## config.mk

```make
export PLATFORM = sky130hd
export DESIGN_NAME = iterative_divider
export DESIGN_NICKNAME = d
export VERILOG_FILES = /design/src/rtl/div_pkg.sv /design/src/rtl/div_step.sv /design/src/rtl/iterative_divider.sv
export SDC_FILE = /design/constraint.sdc
export NUM_CORES = 1
export LEC_CHECK = 0
export ABC_AREA = 1
export CAP_MARGIN = 10
export CORE_MARGIN = 8
export CORE_UTILIZATION = 50
export CTS_CLUSTER_SIZE = 16
export DETAILED_ROUTE_END_ITERATION = 12
export GPL_TIMING_DRIVEN = 0
export HOLD_SLACK_MARGIN = 0.03
export PLACE_DENSITY = 0.7
export SYNTH_ARGS = -nofsm -noshare
export SYNTH_HDL_FRONTEND = slang
export SYNTH_SLANG_ARGS = --single-unit
```

## constraint.sdc

```tcl
create_clock -name clk -period 2.5 [get_ports clk]
set_input_delay 0.25 -clock clk [delete_from_list [all_inputs] [get_ports clk]]
set_output_delay 0.25 -clock clk [all_outputs]
set_load 0.01 [all_outputs]
```

## src/rtl/div_pkg.sv

```systemverilog
// Shared constants and encodings for the RV32M iterative divider.
// Pure definitions; no timing or handshake of its own.
package div_pkg;
    localparam int XLEN = 32;

    localparam logic [1:0] OP_DIV  = 2'b00;
    localparam logic [1:0] OP_DIVU = 2'b01;
    localparam logic [1:0] OP_REM  = 2'b10;
    localparam logic [1:0] OP_REMU = 2'b11;

    localparam logic [31:0] INT_MIN = 32'h8000_0000;

    typedef enum logic [1:0] {
        S_IDLE = 2'd0,
        S_CALC = 2'd1,
        S_FIX  = 2'd2
    } state_t;
endpackage

```

## src/rtl/div_step.sv

```systemverilog
// One restoring shift-subtract step: brings in the next dividend bit and emits one quotient bit.
// Combinational, zero latency; no flow control.
module div_step import div_pkg::*; #(
    parameter int W = XLEN
) (
    input  logic [W-1:0] rem_in,
    input  logic         bit_in,
    input  logic [W-1:0] divisor_mag,
    output logic [W-1:0] rem_out,
    output logic         q_bit
);
    logic [W:0] shifted;
    logic [W:0] trial;
    logic       borrow;

    // The shifted partial remainder can use all W+1 bits, so the borrow needs one bit more.
    always_comb begin
        shifted           = {rem_in, bit_in};
        {borrow, trial}   = {1'b0, shifted} - {2'b00, divisor_mag};
        q_bit             = ~borrow;
        rem_out           = borrow ? shifted[W-1:0] : trial[W-1:0];
    end
endmodule

```

## src/rtl/iterative_divider.sv

```systemverilog
// RV32M DIV/DIVU/REM/REMU unit: one quotient bit per clock, done pulse 33 cycles after start.
// busy holds off new starts; DIV_FAST_SPECIAL_EN finishes x/0, overflow and x/1 in one cycle.
module iterative_divider #(
    parameter int XLEN  = div_pkg::XLEN,
    parameter int CNT_W = 6
) (
    input  logic            clk,
    input  logic            rst,
    input  logic            start,
    input  logic [1:0]      op,
    input  logic [XLEN-1:0] dividend,
    input  logic [XLEN-1:0] divisor,
    output logic            busy,
    output logic            done,
    output logic [XLEN-1:0] result
);
    import div_pkg::*;

    localparam logic [XLEN-1:0]  MIN_NEG  = {1'b1, {(XLEN-1){1'b0}}};
    localparam logic [CNT_W-1:0] LAST_CNT = CNT_W'(XLEN-1);

    state_t           state;
    logic [1:0]       op_q;
    logic [XLEN-1:0]  rem_acc;
    logic [XLEN-1:0]  quo;
    logic [XLEN-1:0]  divisor_mag;
    logic [CNT_W-1:0] cnt;
    logic             neg_quo;
    logic             neg_rem;
    logic             div_zero;
    logic             overflow;

    logic             signed_op;
    logic [XLEN-1:0]  dividend_abs;
    logic [XLEN-1:0]  divisor_abs;
    logic             in_zero;
    logic             in_ovf;
    logic             take_fast;

    logic [XLEN-1:0]  step_rem;
    logic             step_q;
    logic [XLEN-1:0]  quo_fix;
    logic [XLEN-1:0]  rem_fix;

    always_comb begin
        signed_op    = (op == OP_DIV) || (op == OP_REM);
        dividend_abs = (signed_op && dividend[XLEN-1]) ? -dividend : dividend;
        divisor_abs  = (signed_op && divisor[XLEN-1])  ? -divisor  : divisor;
        in_zero      = (divisor == '0);
        in_ovf       = signed_op && (dividend == MIN_NEG) && (divisor == '1);
    end

`ifdef DIV_FAST_SPECIAL_EN
    assign take_fast = in_zero || in_ovf || (divisor == XLEN'(1));
`else
    assign take_fast = 1'b0;
`endif

    div_step #(.W(XLEN)) u_step (
        .rem_in      (rem_acc),
        .bit_in      (quo[XLEN-1]),
        .divisor_mag (divisor_mag),
        .rem_out     (step_rem),
        .q_bit       (step_q)
    );

    // Magnitudes in quo/rem_acc already give the dividend as remainder for x/0; only the quotient needs overriding.
    always_comb begin
        quo_fix = neg_quo ? -quo : quo;
        rem_fix = neg_rem ? -rem_acc : rem_acc;
        if (div_zero) begin
            quo_fix = '1;
        end else if (overflow) begin
            quo_fix = MIN_NEG;
            rem_fix = '0;
        end
    end

    always_ff @(posedge clk) begin
        if (rst) begin
            state       <= S_IDLE;
            busy        <= 1'b0;
            done        <= 1'b0;
            result      <= '0;
            op_q        <= 2'b00;
            rem_acc     <= '0;
            quo         <= '0;
            divisor_mag <= '0;
            cnt         <= '0;
            neg_quo     <= 1'b0;
            neg_rem     <= 1'b0;
            div_zero    <= 1'b0;
            overflow    <= 1'b0;
        end else begin
            done <= 1'b0;
            case (state)
                S_IDLE: begin
                    if (start) begin
                        op_q        <= op;
                        quo         <= dividend_abs;
                        divisor_mag <= divisor_abs;
                        neg_quo     <= signed_op && (dividend[XLEN-1] ^ divisor[XLEN-1]);
                        neg_rem     <= signed_op && dividend[XLEN-1];
                        div_zero    <= in_zero;
                        overflow    <= in_ovf;
                        cnt         <= '0;
                        // Fast cases skip the datapath: FIX sees quo=|dividend|, rem_acc preloaded.
                        rem_acc     <= (take_fast && in_zero) ? dividend_abs : '0;
                        state       <= take_fast ? S_FIX : S_CALC;
                        busy        <= ~take_fast;
                    end
                end
                S_CALC: begin
                    rem_acc <= step_rem;
                    quo     <= {quo[XLEN-2:0], step_q};
                    cnt     <= cnt + 1'b1;
                    if (cnt == LAST_CNT) begin
                        state <= S_FIX;
                    end
                end
                S_FIX: begin
                    state  <= S_IDLE;
                    busy   <= 1'b0;
                    done   <= 1'b1;
                    result <= op_q[1] ? rem_fix : quo_fix;
                end
                default: begin
                    state <= S_IDLE;
                    busy  <= 1'b0;
                end
            endcase
        end
    end
endmodule
```

==> reports/qor.txt <==
Port Buffers -> 101
Final nets -> 2439
fin area -> 14700 sq um
initial antenna violation count -> 0
Clock transition at path regs -> 0.07 ns
Worst-Skew Late Latency -> 0.44 ns
data required time of the worst path -> 2.78 ns
FMAX -> 410 MHz
synthesized area per cell -> 5.76 sq um
Bufs and invs on worst path -> 2
critical path type -> flip-flop to flip-flop
die area -> 30800 sq um
synthesized flop and latch total -> 143
post-synth top area share -> 22.5%
Worst Setup Start Kind -> flip-flop
starting DRC count in detailed routing -> 1620
minimum clock period -> 2.44 ns
Worst Setup SP -> quo[31]
die width -> 176 microns
Top-Level Pins -> 103
hpwl dp -> 38800 microns
ant diodes -> 0
status -> finished clean
largest net degree at the start of global routing -> 17
final worst clock skew -> 0.0189 ns
post-DR wirelength/cell -> 17.7 microns
final hold violations -> 0
Design Power -> 9.73 mW
Cells after Synth -> 2211
synth unique cells -> 51
setup violators final -> 0
Slowest-stage cell, CP -> fa_2
Max IR drop VDD -> 561 uV
power density cells -> 660 nW/um^2
Detail Route Antenna Nets -> 0
hold buffers post-CTS -> 0
max incr delay on CP -> 0.39 ns
Worst Hold Class -> input port to flip-flop
hold path startpoint -> dividend[0]
dominant cell type by area after synthesis -> dfxtp_1
Vias -> 14800
Routability Congestion -> 1.01
die height -> 176 microns
WP data arrival -> 2.72 ns
max-cap viol count -> 0
Max-slew headroom -> 41.4%
GR Util All Layers -> 29.9%
register area -> 2870 sq um
Root Buffer -> clkbuf_16
Syn Nets -> 2319
top cells by area, synth -> dfxtp_1 22%, nand2_1 18%, inv_1 10%
clk sink count -> 143
final worst-path cycle share -> 97.5%
most frequent cell after synthesis -> nand2_1
main flop type after synthesis -> dfxtp_1
post-CTS setup buffers -> 0
CP dominant cell by count -> nand2_1
mapped cell area -> 12700 sq um
area of the multi-input gates -> 8190 sq um
Detailed Routing Iterations Pass 1 -> 6
number of enable flip-flop cells after synthesis -> 0
Slew Viols, Final -> 0
vias in the first global route -> 13500
LEAKAGE -> 7.05 nW
worst-path maximum fanout -> 4
CTS buffer count -> 17
FFs w/ async S/R, synth -> 0%
placed cell areas -> 14200 sq um
reg2reg start -> quo[31]
CTS max path bufs -> 2
H-tree levels -> 4
total gr overflow -> 0
row count -> 58
P&R area growth vs syn -> 15.8%
crit end category -> flip-flop
final WL -> 47500 microns
CORE AREA -> 25100 sq um
worst slew pin tran -> 0.879 ns
register area share after synthesis -> 22.5%
Initial Util -> 50.7%
Avg Vias per Cell -> 5.54
share of layout cells above drive strength 1 -> 7.51%
critical path's top delay family -> simple AND/OR/NAND/NOR gates
Fillers -> 2643
drt drc -> 0
synth cell count leaders -> 627 x nand2_1, 339 x inv_1, 216 x nor2_1
Synthesis Warnings -> 0
CTS tree -> yes
first-pass GRT wire length -> 73200 microns
crit path cell chain -> inv_1 -> ha_1 -> inv_1 -> fa_2 -> nand2_1 -> nand2_1 -> nand3_1 -> nand2_1 -> nand2_1 -> nand2_1 -> nand2_1 -> nand2_1 -> nand2_1 -> nand3_2 -> nand2_1 -> a21oi_2
flip-flops by register name (all words and copies together) (netlist names):
register,count
divisor_mag,32
result,32
op_q,1
neg_quo,1
overflow,1
busy,1
neg_rem,1
done,1
div_zero,1
cnt,6
rem_acc,32
quo,32
state,2
routing by layer:
metal / part of all wire, % / track usage [%] / vias up
met5: 0 / 0 / -
met4: 1.6 / 6.46 / 0
met3: 8.4 / 4.29 / 54
met2: 45 / 48.2 / 671
met1: 45 / 41.7 / 6765
li1: - / - / 7334
logic make-up (layout without fill, tap and decap cells):
kind of cell,Yosys count,in the layout,synth area share (%)
compound gates,366,366,16.7
xor+xnor,37,37,2.55
fa+ha+maj,39,39,3.89
buf+inv,429,562,13.3
flops,143,143,22.5
simple gates,1197,1197,41.1
placed cells by master, fill, tap and decap left out, types with 33 or more instances in the layout:
cell	n
nand2_1	626
inv_1	339
nor2_1	213
nand3_1	211
dfxtp_1	141
o21ai_0	128
a21oi_1	124
clkdlybuf4s50_1	101
clkbuf_1	46
ha_1	38
nand4_1	36
a21oi_2	33
final timing paths:
path / endpoint / slack, ns / depth (start not counted)
min reg2reg: state[0] / 0.51 / 2
max reg2reg: rem_acc[28] / 0.06 / 16
min: quo[0] / 0.47 / 3
max: rem_acc[28] / 0.06 / 16
power by group:
part	switching, mW	internal (mW)	total [mW]	leakage (nW)
Combinational	2.98	1.48	4.45	5.60
Sequential	0.224	2.45	2.68	1.17
Clock	1.19	1.41	2.60	0.276
final cells by class:
class                   instances  share of cell area, %
multi-input cells            1639                   55.6
flip-flops and latches        143                   19.4
inverters                     353                   8.99
repair buffers                101                   6.86
clock buffers                  18                   2.91
well taps                     330                   2.80
plain buffers                  76                   2.47
clock inverters                14                  0.993
metrics by stage:
step	hold WS, ns	utilization, %	std cells	setup slack [ns]	TNS [ns]
2_1_floorplan	0.410	-	2211	0.566	0
3_3_place_gp	0.471	56.4	2642	-0.151	-0.157
3_5_place_dp	0.478	56.4	2642	-0.182	-0.227
4_1_cts	0.451	58.7	2674	0.0540	0
5_1_grt	0.476	58.7	2674	-0.0235	-0.0329
6_report	0.471	58.7	2674	0.0629	0
worst min-delay path, cell delays in order:
cell	delay (ns)
clkdlybuf4s50_1	0.44
nand2_1	0.08
a31oi_1	0.08
what timing repair did:
| item | 4_1_cts | 5_1_grt |
|---|---|---|
| resized for setup | 0 | 7 |
| hold endpoints to repair | 0 | 0 |
| setup endpoints to repair | 0 | 31 |
Power figures use the tool's default switching activity.
